--- src/rtl/sayeh_mem_ctrl_if.sv ---
// CPU/RAM bus bundle for the Sayeh memory controller.
// The controller takes the slave view; the CPU plus RAM environment takes the master view.
interface sayeh_mem_ctrl_if #(
   parameter int unsigned CPU_AW = 16,
   parameter int unsigned MEM_AW = 10,
   parameter int unsigned DW     = 16
);
   logic              cpu_rd;
   logic              cpu_wr;
   logic [CPU_AW-1:0] cpu_addr;
   logic [DW-1:0]     cpu_wdata;
   logic [DW-1:0]     cpu_rdata;
   logic              cpu_done;
   logic              cpu_err;
   logic              busy;
   logic [MEM_AW-1:0] mem_addr;
   logic [DW-1:0]     mem_din;
   logic              mem_nd;
   logic              mem_we;
   logic [DW-1:0]     mem_dout;
   logic              mem_rdy;

   modport slave (
      input  cpu_rd, cpu_wr, cpu_addr, cpu_wdata, mem_dout, mem_rdy,
      output cpu_rdata, cpu_done, cpu_err, busy, mem_addr, mem_din, mem_nd, mem_we
   );

   modport master (
      output cpu_rd, cpu_wr, cpu_addr, cpu_wdata, mem_dout, mem_rdy,
      input  cpu_rdata, cpu_done, cpu_err, busy, mem_addr, mem_din, mem_nd, mem_we
   );
endinterface

--- src/rtl/sayeh_mem_ctrl.sv ---
// Sayeh CPU-to-RAM controller: one word per access, RAM strobes held until rdy,
// bounded wait with timeout, one-cycle done/err pulses. All state on posedge clk.
module sayeh_mem_ctrl #(
   parameter int unsigned CPU_AW  = 16,
   parameter int unsigned MEM_AW  = 10,
   parameter int unsigned DW      = 16,
   parameter int unsigned TIMEOUT = 15
) (
   input logic            clk,
   input logic            rst_n,
   sayeh_mem_ctrl_if.slave bus
);

   typedef enum logic [2:0] {StIdle, StReq, StWait, StDone, StErr} state_e;

   state_e     state_q;
   logic       op_wr_q;
   logic [7:0] cnt_q;

   logic addr_ok;
   logic rdy_ok;
   logic timed_out;

   assign addr_ok = (bus.cpu_addr[CPU_AW-1:MEM_AW] == '0);
   // A write's rdy seen in the first WAIT cycle may be stale from the previous write.
   assign rdy_ok    = bus.mem_rdy && (!op_wr_q || (cnt_q != 8'd0));
   assign timed_out = ({1'b0, cnt_q} + 9'd1) >= 9'(TIMEOUT);

   always_ff @(posedge clk) begin
      if (!rst_n) begin
         state_q       <= StIdle;
         op_wr_q       <= 1'b0;
         cnt_q         <= 8'd0;
         bus.cpu_rdata <= '0;
         bus.cpu_done  <= 1'b0;
         bus.cpu_err   <= 1'b0;
         bus.busy      <= 1'b0;
         bus.mem_addr  <= '0;
         bus.mem_din   <= '0;
         bus.mem_nd    <= 1'b0;
         bus.mem_we    <= 1'b0;
      end else begin
         bus.cpu_done <= 1'b0;
         bus.cpu_err  <= 1'b0;
         unique case (state_q)
            StIdle: begin
               if (bus.cpu_rd || bus.cpu_wr) begin
                  bus.busy <= 1'b1;
                  if ((bus.cpu_rd && bus.cpu_wr) || !addr_ok) begin
                     bus.cpu_err <= 1'b1;
                     state_q     <= StErr;
                  end else begin
                     bus.mem_addr <= bus.cpu_addr[MEM_AW-1:0];
                     bus.mem_din  <= bus.cpu_wdata;
                     op_wr_q      <= bus.cpu_wr;
                     bus.mem_nd   <= bus.cpu_rd;
                     bus.mem_we   <= bus.cpu_wr;
                     state_q      <= StReq;
                  end
               end
            end
            StReq: begin
               cnt_q   <= 8'd0;
               state_q <= StWait;
            end
            StWait: begin
               if (cnt_q != 8'hff) begin
                  cnt_q <= cnt_q + 8'd1;
               end
               if (rdy_ok) begin
                  if (!op_wr_q) begin
                     bus.cpu_rdata <= bus.mem_dout;
                  end
                  bus.mem_nd   <= 1'b0;
                  bus.mem_we   <= 1'b0;
                  bus.cpu_done <= 1'b1;
                  state_q      <= StDone;
               end else if (timed_out) begin
                  bus.mem_nd  <= 1'b0;
                  bus.mem_we  <= 1'b0;
                  bus.cpu_err <= 1'b1;
                  state_q     <= StErr;
               end
            end
            StDone, StErr: begin
               bus.busy <= 1'b0;
               state_q  <= StIdle;
            end
            default: state_q <= StIdle;
         endcase
      end
   end

endmodule

--- src/flat_wrapper.sv ---
// flat-port wrapper written by rule: the top's interface ports become plain ports
module sayeh_mem_ctrl_flat 
#(
   parameter int unsigned CPU_AW  = 16,
   parameter int unsigned MEM_AW  = 10,
   parameter int unsigned DW      = 16,
   parameter int unsigned TIMEOUT = 15
)
  (clk, rst_n, bus_cpu_rd, bus_cpu_wr, bus_cpu_addr, bus_cpu_wdata, bus_mem_dout, bus_mem_rdy, bus_cpu_rdata, bus_cpu_done, bus_cpu_err, bus_busy, bus_mem_addr, bus_mem_din, bus_mem_nd, bus_mem_we);
  sayeh_mem_ctrl_if #(.CPU_AW(CPU_AW), .MEM_AW(MEM_AW), .DW(DW)) bus_i ();
  input logic clk;
  input logic rst_n;
  input wire logic [$bits(bus_i.cpu_rd)-1:0] bus_cpu_rd;
  input wire logic [$bits(bus_i.cpu_wr)-1:0] bus_cpu_wr;
  input wire logic [$bits(bus_i.cpu_addr)-1:0] bus_cpu_addr;
  input wire logic [$bits(bus_i.cpu_wdata)-1:0] bus_cpu_wdata;
  input wire logic [$bits(bus_i.mem_dout)-1:0] bus_mem_dout;
  input wire logic [$bits(bus_i.mem_rdy)-1:0] bus_mem_rdy;
  output wire logic [$bits(bus_i.cpu_rdata)-1:0] bus_cpu_rdata;
  output wire logic [$bits(bus_i.cpu_done)-1:0] bus_cpu_done;
  output wire logic [$bits(bus_i.cpu_err)-1:0] bus_cpu_err;
  output wire logic [$bits(bus_i.busy)-1:0] bus_busy;
  output wire logic [$bits(bus_i.mem_addr)-1:0] bus_mem_addr;
  output wire logic [$bits(bus_i.mem_din)-1:0] bus_mem_din;
  output wire logic [$bits(bus_i.mem_nd)-1:0] bus_mem_nd;
  output wire logic [$bits(bus_i.mem_we)-1:0] bus_mem_we;
  assign bus_i.cpu_rd = bus_cpu_rd;
  assign bus_i.cpu_wr = bus_cpu_wr;
  assign bus_i.cpu_addr = bus_cpu_addr;
  assign bus_i.cpu_wdata = bus_cpu_wdata;
  assign bus_i.mem_dout = bus_mem_dout;
  assign bus_i.mem_rdy = bus_mem_rdy;
  assign bus_cpu_rdata = bus_i.cpu_rdata;
  assign bus_cpu_done = bus_i.cpu_done;
  assign bus_cpu_err = bus_i.cpu_err;
  assign bus_busy = bus_i.busy;
  assign bus_mem_addr = bus_i.mem_addr;
  assign bus_mem_din = bus_i.mem_din;
  assign bus_mem_nd = bus_i.mem_nd;
  assign bus_mem_we = bus_i.mem_we;
  sayeh_mem_ctrl #(.CPU_AW(CPU_AW), .MEM_AW(MEM_AW), .DW(DW), .TIMEOUT(TIMEOUT)) u_core (.clk(clk), .rst_n(rst_n), .bus(bus_i));
endmodule
--- config.mk ---
export PLATFORM = sky130hd
export DESIGN_NAME = sayeh_mem_ctrl_flat
export DESIGN_NICKNAME = d
export VERILOG_FILES = /design/src/rtl/sayeh_mem_ctrl_if.sv /design/src/rtl/sayeh_mem_ctrl.sv /design/src/flat_wrapper.sv
export SDC_FILE = /design/constraint.sdc
export NUM_CORES = 1
export LEC_CHECK = 0
export BUFFER_PORTS_ARGS = -buffer_cell sky130_fd_sc_hd__buf_2
export CAP_MARGIN = 20
export CORE_MARGIN = 2
export CORE_UTILIZATION = 35
export CTS_CLUSTER_DIAMETER = 200
export DETAILED_ROUTE_END_ITERATION = 8
export GPL_ROUTABILITY_DRIVEN = 0
export PLACE_DENSITY_LB_ADDON = 0.1
export SLEW_MARGIN = 5
export SYNTH_ARGS = -nofsm -noshare
export SYNTH_HDL_FRONTEND = slang
export SYNTH_SLANG_ARGS = --single-unit
--- constraint.sdc ---
create_clock -name clk -period 3.5 [get_ports clk]
set_clock_uncertainty 0.2 [all_clocks]
set_input_delay 0 -clock clk [delete_from_list [all_inputs] [get_ports clk]]
set_output_delay 0 -clock clk [all_outputs]
set_load 0.03 [all_outputs]
Word level (Yosys, flattened, before mapping)

Index checks and enable logic that the tools add are counted.

Bits of input ports: 53
Output and inout bits: 47
Logic and storage cells: 69
Register bits after elaboration: 59

Order comparisons: 1
Bitwise gates (word level): 2
Eq/ne operators: 9
Reduce and logical (&&, ||, !) cells: 21
$add $sub $neg: 2
Multiplexer cells: 23

Operator list:

| cell                                                                                | count |
|---|---|
| 8-bit one-hot mux with 2 select lines                                               | 1 |
| 1-bit two-way mux                                                                   | 12 |
| 3-bit two-way mux                                                                   | 4 |
| 8-bit by 1-bit adder with 9-bit output, second input constant                       | 1 |
| 9-bit by 4-bit greater-or-equal comparator with 1-bit output, second input constant | 1 |
| 3-bit one-hot mux with 3 select lines                                               | 1 |
| 8-bit by 1-bit adder with 8-bit output, second input constant                       | 1 |
| 8-bit two-way mux                                                                   | 1 |
| 8-bit inequality test, second input constant                                        | 1 |
| 1-bit one-hot mux with 2 select lines                                               | 4 |
| 2-bit AND reduction                                                                 | 4 |
| 8-bit nonzero test                                                                  | 1 |
| 3-bit by 2-bit equality test with 1-bit output, second input constant               | 2 |
| 6-bit logical NOT                                                                   | 1 |
| 3-bit AND reduction                                                                 | 2 |
| 2-bit nonzero test                                                                  | 3 |
| 2-bit by 1-bit inequality test with 1-bit output, second input constant             | 2 |
| 4-bit AND reduction                                                                 | 1 |
| 3-bit by 1-bit equality test with 1-bit output, second input constant               | 1 |
| 3-bit equality test, second input constant                                          | 1 |
| 3-bit logical NOT                                                                   | 1 |
| 1-bit logical OR                                                                    | 3 |
| 3-bit by 1-bit inequality test with 1-bit output, second input constant             | 1 |
| 1-bit logical AND                                                                   | 2 |
| other kinds (4)                                                                     | 6 |

Longest topological paths before layout

Gate-level depths: netlist of run 1.

Depth after elaboration: 6
Gate-level depth with buffers: 7
Depth with buffers taken out: 6

Worst setup path after synthesis of run 1

Ideal clock, no wire load.

Kind: register to register
Start point: register u_core.state_q[2]
End point: register u_core.bus.mem_addr[5]
Setup slack: 1.630 ns
Clock period less this slack: 1.870 ns
Stages on the path, launching flop included: 7
Path buffers: 1
Data required time: 3.182 ns
Arrival time: 1.551 ns
Library setup time: 0.118 ns
Cell sequence: dfxtp_1 or3_1 nor3_4 o21ai_2 clkbuf_1 nand2_1 a21boi_2

Cells in the longest elaborated chain, start to end: 2

RTL lines:

| element                       | RTL line                | RTL |
|---|---|---|
| start: declaration            | sayeh_mem_ctrl.sv:16    | `state_e state_q;` |
| start signal: assignment      | sayeh_mem_ctrl.sv:31    | `state_q <= StIdle;` |
| start signal: assignment      | sayeh_mem_ctrl.sv:51    | `state_q <= StErr;` |
| start signal: assignment      | sayeh_mem_ctrl.sv:58    | `state_q <= StReq;` |
| 3-bit logical NOT             | sayeh_mem_ctrl.sv:45    | `unique case (state_q)` |
| 3-bit AND reduction (no line) | --                      |  |
| end signal: assignment        | sayeh_mem_ctrl.sv:53    | `bus.mem_addr <= bus.cpu_addr[MEM_AW-1:0];` |
| end: declaration              | sayeh_mem_ctrl_if.sv:25 | `output cpu_rdata, cpu_done, cpu_err, busy, mem_addr, mem_din, mem_nd, mem_we` |

Every way passes these cells.
A chain may end at the register's enable or synchronous reset.

Worst setup path in the final report of run 1

Start point: register u_core.state_q[2]
End point: register u_core.state_q[0]

Cells in the longest elaborated chain, start to end: 3
Elaborated cells between the ends (all ways): 7
Those cells by class: 4 x eq/ne; 1 x mux; 2 x reduce/logical

RTL lines:

| element                                                                                                                        | RTL line |
|---|---|
| 3-bit by 2-bit equality test with 1-bit output or 3-bit logical NOT (tied branches)                                            | sayeh_mem_ctrl.sv:45 |
| 3-bit by 1-bit inequality test with 1-bit output (no line) or 2-bit by 1-bit inequality test with 1-bit output (tied branches) | -- |
| 2-bit AND reduction (no line)                                                                                                  | -- |

Parallel ways exist; a longest one is shown, timed or not.

==> impl_metrics.toml, run 1 <==
[outcome]
run_status = "finished clean"

[synth]
synthesis.nets = 370
syn_area_um2 = 2670
yosys_warnings = 0
netlist.top_cell.by_area = "dfxtp_1"
synth_area_leaders = "dfxtp_1 (44%), nand2_1 (13%), a21boi_2 (8.4%)"
ys_ff_latch = 59
postSynthAreaPerCell_um2 = 8.51
ys_seq_area_share_pct = 44.2
syn-instance-count = 314
netlist.area_leader.share_pct = 44.2
synth_cell_types = 42

[clock_network]
hold_buffers = 53
clock_path_buffers = 2
htree_levels = 3
cts_buffers = 9
cts_sinks = 59
cts_resized = 0
postCtsSetupBuffers = 0
clk_pin_slew_ns = 0.07
clock_latency_ns = 0.34
clock-root-buffer = "clkbuf_8"
cts_tree = "done"

[worst_setup_path]
worst-endpoint-arrival_ns = 2.70
cpPeakStageDelay_ns = 0.59
path_delay_family = "buffers and inverters"
worstPathRequired_ns = 3.53
crit_slowest_cell = "dlygate4sd3_1"
crit_buf_inv = 2
start_kind = "flop"
critPathKind = "flop to flop"
path_common_cell = "dlygate4sd3_1"
cp_cell_sequence = "or3_1 -> o31ai_1 -> dlygate4sd3_1 -> nor2_1 -> dlygate4sd3_1"
end_kind = "flop"
path_max_fanout = 8

[sta]
setup_viol = 0
finalCritPeriodShare_pct = 76.4
hold_viol_final = 0
fmax_ghz = 0.374
min_period_ns = 2.67
tns_ns = 0
slew_violations = 0
rsz0062_at_grt = "no"
worstMarginPinSlew_ns = 0.629
layout_setup_ws_ns = 0.825
relSlewSlack_pct = 58.1

[cells_and_area]
post-route-util_pct = 54.4
area_growth_pct = 49.3
final_cell_mix = "buf_2 (99), nand2_1 (96), dfxtp_1 (59)"
diodes = 0
final_area_um2 = 3990
drive_above_1_share_pct = 31.8
final_common_cell = "buf_2"
nNetsFinal = 520

[global_route]
grt_max_degree = 39
grt_pass1_wl_um = 11700
grt_overflow = 0
grt_use_total_pct = 17.4
antenna_found_initial = 0
first_global_vias = 2479

[place]
placed_cell_area_um2 = 3230
dp_slack_ns = 1.40
port_buffers = 99
dp_hpwl_um = 4440

[floorplan]
num_io_pins = 100
die_w_um = 91.4
die_h_um = 91.4
rows = 31
start_util_pct = 36.4
core_area_um2 = 7330
dieArea_um2 = 8350

[min_path]
hp-class = "primary input to flop"

[power_and_ir_drop]
vdd_drop_max_mv = 0.256
p_total_mw = 1.43
leakage_nw = 1.66
p_per_area_nw_per_um2 = 359

[route]
dr.pass1.iters = 4
wl_per_cell_um = 12.6
first_iter_violations = 92
ant_nets = 0
post-route-drc-count = 0
vias = 2667
via_per_inst = 4.70
wl_um = 7170

[job]
drv_cap = 0
==> cell usage after synthesis <==
master	instances
clkbuf_1	12
a31oi_1	5
nand2_1	96
a41oi_1	1
a211o_2	1
or4b_1	1
a31o_2	2
o21ai_2	1
nand4_1	1
o21ai_0	10
o221ai_1	1
a21boi_2	20
nand3_1	5
o311a_1	1
o31a_1	1
nor3_4	2
buf_6	2
a21boi_0	25
mux2i_1	1
o31ai_1	3
xnor2_1	2
and2_1	3
a211oi_1	1
a21oi_1	8
a22oi_1	1
nor4b_1	1
or4_4	1
or3_1	2
nor2b_1	4
and3_1	5
nand2_2	1
ha_1	3
and3b_1	1
a21o_1	1
nor2_1	12
o211ai_1	2
nand2b_1	1
inv_1	7
nor3_1	4
buf_2	3
dfxtp_1	59
nor4_4	1
==> metrics by stage <==
step	cells	hold WS, ns
floorplan	314	-0.0551
global placement	497	0.0501
detailed placement	497	0.0546
CTS	566	0.0198
global route	568	0.0558
finish	568	0.0315
==> power breakdown <==
| part | switching (mW) | total (mW) | internal [mW] |
|---|---|---|---|
| Combinational | 0.0484 | 0.123 | 0.0749 |
| Sequential | 0.00403 | 0.680 | 0.676 |
| Clock | 0.283 | 0.631 | 0.348 |
==> flip-flops by register name, indices dropped and copies added, names as in the netlist <==
register and count:
u_core.bus.cpu_err 1, u_core.bus.mem_we 1, u_core.op_wr_q 1, u_core.cnt_q 8
u_core.bus.mem_nd 1, u_core.bus.mem_addr 10, u_core.bus.cpu_rdata 16, u_core.bus.busy 1
u_core.bus.mem_din 16, u_core.state_q 3, u_core.bus.cpu_done 1
==> cell families after synthesis <==
family / after synthesis / share of synthesized area, %
AND/OR/NAND/NOR: 141 / 24.3
flip-flops: 59 / 44.2
buffers and inverters: 24 / 4.07
AO/OA/AOI/OAI: 84 / 25.0
XOR/XNOR: 2 / 0.656
adder cells (fa/ha/maj): 3 / 1.41
multiplexers: 1 / 0.375
==> cell type report <==
cell class	instances	area, um2
clock buffer	10	138
clock inverter	6	63.8
fill	677	3340
inverter	7	26.3
multi-input combinational	231	1390
sequential	59	1180
tap	99	124
timing repair buffer	156	1070
==> routing by layer <==
metal / up-vias / share of wire, % / global-route usage, %
met5: - / 0 / 0
met4: 0 / 1.3 / 5.43
met3: 9 / 5.7 / 5.56
met2: 81 / 47 / 29.4
met1: 1207 / 46 / 21.1
li1: 1370 / - / -
==> worst min-delay path: stages <==
cell	delay, ns
buf_2	0.07
or4_4	0.15
nor3_4	0.07
nand2_1	0.07
a22oi_1	0.06
nor2b_1	0.11
==> worst paths after layout <==
| check | cells past startpoint | slack, ns | startpoint | end |
|---|---|---|---|---|
| worst min register to register | 2 | 0.26 | u_core.bus.cpu_rdata[3]$_SDFFE_PN0P_ | u_core.bus.cpu_rdata[3]$_SDFFE_PN0P_ |
| worst max-delay path | 5 | 0.83 | u_core.state_q[2]$_SDFFE_PN0P_ | u_core.state_q[0]$_SDFFE_PN0P_ |
| worst max register to register | 5 | 0.83 | u_core.state_q[2]$_SDFFE_PN0P_ | u_core.state_q[0]$_SDFFE_PN0P_ |
| worst min-delay path | 6 | 0.03 | bus_cpu_addr[15] | u_core.op_wr_q$_SDFFE_PN0P_ |
Power figures use the tool's default switching activity.
==> inputs of run 2 (changes only) <==
--- a/config.mk
+++ b/config.mk
@@ -5,6 +5,7 @@
 export SDC_FILE = /design/constraint.sdc
 export NUM_CORES = 1
 export LEC_CHECK = 0
+export ABC_AREA = 1
 export BUFFER_PORTS_ARGS = -buffer_cell sky130_fd_sc_hd__buf_2
 export CAP_MARGIN = 20
 export CORE_MARGIN = 2
==> constraint.sdc (replaced) <==
create_clock -name clk -period 2.2 [get_ports clk]
set_clock_uncertainty 0.2 [all_clocks]
set_input_delay 0 -clock clk [delete_from_list [all_inputs] [get_ports clk]]
set_output_delay 0 -clock clk [all_outputs]
set_load 0.03 [all_outputs]
==> run 2 against run 1 <==
Die area down 6.5%. Via count down 2.4%. First-iteration DRC count down 5.4%. Clock power up 60%. Worst setup slack worse by 0.66 ns. Combinational power up 63%. Critical path depth up 5. Non-clock buffer count down 4. Largest power group unchanged. Highest routed layer unchanged.
==> impl_metrics.toml, run 2 <==
[worst_setup_path]
worst-endpoint-arrival_ns = 2.04
path_max_fanout = 32
cp_cell_sequence = "inv_1 -> ha_1 -> nand2_1 -> nor2_1 -> a21boi_2 -> nand2_2 -> or2_1 -> buf_4 -> o21ai_0 -> a21oi_1"
start_kind = "flop"
worstPathRequired_ns = 2.20
end_kind = "flop"
crit_slowest_cell = "dfxtp_1"
critPathKind = "flop to flop"
cpPeakStageDelay_ns = 0.37

[floorplan]
die_h_um = 88.3
dieArea_um2 = 7800
rows = 30
start_util_pct = 36.4
num_io_pins = 100
core_area_um2 = 6830
die_w_um = 88.3

[power_and_ir_drop]
vdd_drop_max_mv = 0.492
p_total_mw = 2.29
p_per_area_nw_per_um2 = 614
leakage_nw = 1.76

[global_route]
grt_overflow = 0
first_global_vias = 2424
grt_pass1_wl_um = 10600
grt_max_degree = 46
grt_use_total_pct = 17.1
antenna_found_initial = 0

[cells_and_area]
diodes = 0
reg_top3 = "u_core.bus.cpu_rdata: 16 flops, u_core.bus.mem_din: 16 flops, u_core.bus.mem_addr: 10 flops"
fillers = 693
drive_above_1_share_pct = 27.6
multi_input_area_um2 = 1070
seqCellArea_um2 = 1180
final_cell_mix = "buf_2 (99), nor2_1 (69), dfxtp_1 (59)"
final_common_cell = "buf_2"
nNetsFinal = 541
area_growth_pct = 49.9

[route]
wl_per_cell_um = 11.2
ant_nets = 0
dr.pass1.iters = 4
via_per_inst = 4.44
vias = 2602
wl_um = 6580
post-route-drc-count = 0
first_iter_violations = 87

[clock_network]
clock-root-buffer = "clkbuf_8"
cts_tree = "done"
cts_buffers = 9
clock_path_buffers = 2
clk_pin_slew_ns = 0.07
htree_levels = 3
postCtsSetupBuffers = 0
cts_sinks = 59
clock_latency_ns = 0.32

[synth]
ys_ff_latch = 59
synth_most_common_cell = "nor2_1"
ys.flop_type = "dfxtp_1"
synth_edf_count = 0
synth_area_leaders = "dfxtp_1 (47%), nor2_1 (10%), nand2_1 (6.6%)"
postSynthAreaPerCell_um2 = 7.39
yosys_warnings = 0
netlist.top_cell.by_area = "dfxtp_1"
synthesis.nets = 393
ys_seq_area_share_pct = 47.4
synthArstFlopShare_pct = 0
syn-instance-count = 337
netlist.area_leader.share_pct = 47.4
synth_commonest_cells = "nor2_1 (69), dfxtp_1 (59), nand2_1 (44), inv_1 (32), o21ai_0 (32)"
syn_area_um2 = 2490
synth_cell_types = 28

[sta]
hold_viol_final = 0
slew_violations = 0
relSlewSlack_pct = 68.1
worstMarginPinSlew_ns = 0.478
fmax_ghz = 0.491
rsz0062_at_grt = "no"
setup_viol = 0
min_period_ns = 2.04
tns_ns = 0
finalCritPeriodShare_pct = 92.6

[min_path]
hp-class = "primary input to flop"

[place]
port_buffers = 99
dp_hpwl_um = 4160

[outcome]
run_status = "finished clean"

[job]
drv_cap = 0
[run 2: path summary, 6_finish.rpt]
path                                         start  depth (start not counted)  slack [ns]                                     to
max reg2reg           u_core.cnt_q[0]$_SDFFE_PN0P_                         10        0.16   u_core.bus.cpu_rdata[4]$_SDFFE_PN0P_
min                               bus_cpu_addr[11]                          7        0.07         u_core.state_q[2]$_SDFFE_PN0P_
min reg2reg  u_core.bus.cpu_rdata[14]$_SDFFE_PN0P_                          2        0.24  u_core.bus.cpu_rdata[14]$_SDFFE_PN0P_
max                   u_core.cnt_q[0]$_SDFFE_PN0P_                         10        0.16   u_core.bus.cpu_rdata[4]$_SDFFE_PN0P_
[run 2: final cells by class]
cell class | instances | share of cell area [%]
Clock buffer | 10 | 3.69
Clock inverter | 6 | 1.71
Inverter | 38 | 3.82
Multi-Input combinational cell | 225 | 28.7
Sequential cell | 59 | 31.6
Tap cell | 96 | 3.22
Timing Repair Buffer | 152 | 27.2
[run 2: critical path: cells and delay by family, from the launching register on]
kind	cells	cell delay (ns)
DFF	1	0.37
AOI/OAI and AO/OA	3	0.37
buffers and inverters	2	0.34
and+or+nand+nor	4	0.41
adders and majority gates	1	0.21
[run 2: kinds of logic (layout without fill, tap and decap cells)]
| logic type | after synthesis | in the layout | synth area share [%] |
|---|---|---|---|
| AOI/OAI and AO/OA | 83 | 83 | 18.0 |
| adders and majority gates | 3 | 3 | 1.51 |
| buffers and inverters | 53 | 206 | 9.55 |
| DFF | 59 | 59 | 47.4 |
| and+or+nand+nor | 139 | 139 | 23.5 |
[run 2: where the power goes]
group	internal (mW)	switching [mW]	leakage, nW
registers	1.08	0.00536	0.476
logic	0.112	0.0886	1.19
clock network	0.554	0.453	0.0987
[run 2: routing by layer]
metal	vias to the layer above	GRT usage, %	share of wire [%]	routed length (um)
met3	9	3.92	4.5	295
met1	1148	21.6	47	3100
li1	1378	-	-	-
met2	67	28.6	47	3120
met5	-	0	0	0
met4	0	6.20	1.0	68
[run 2: metrics by stage]
stage / setup WS [ns] / std cells / utilization [%] / instance area [um2] / hold WS [ns]
global route: 0.00151 / 586 / 54.6 / 3730 / 0.157
detailed placement: 0.172 / 521 / 44.5 / 3040 / 0.0252
CTS: 0.161 / 586 / 54.6 / 3730 / 0.0596
global placement: 0.209 / 521 / 44.5 / 3040 / 0.0203
finish: 0.163 / 586 / 54.6 / 3730 / 0.0681
floorplan: 0.336 / 337 / - / 2490 / -0.0651
[run 2: repair_timing]
action                                 CTS  global route
endpoints found under the hold margin   53             0
setup endpoints to repair                0             5
hold buffers                            49             0
resized for setup                        0             2
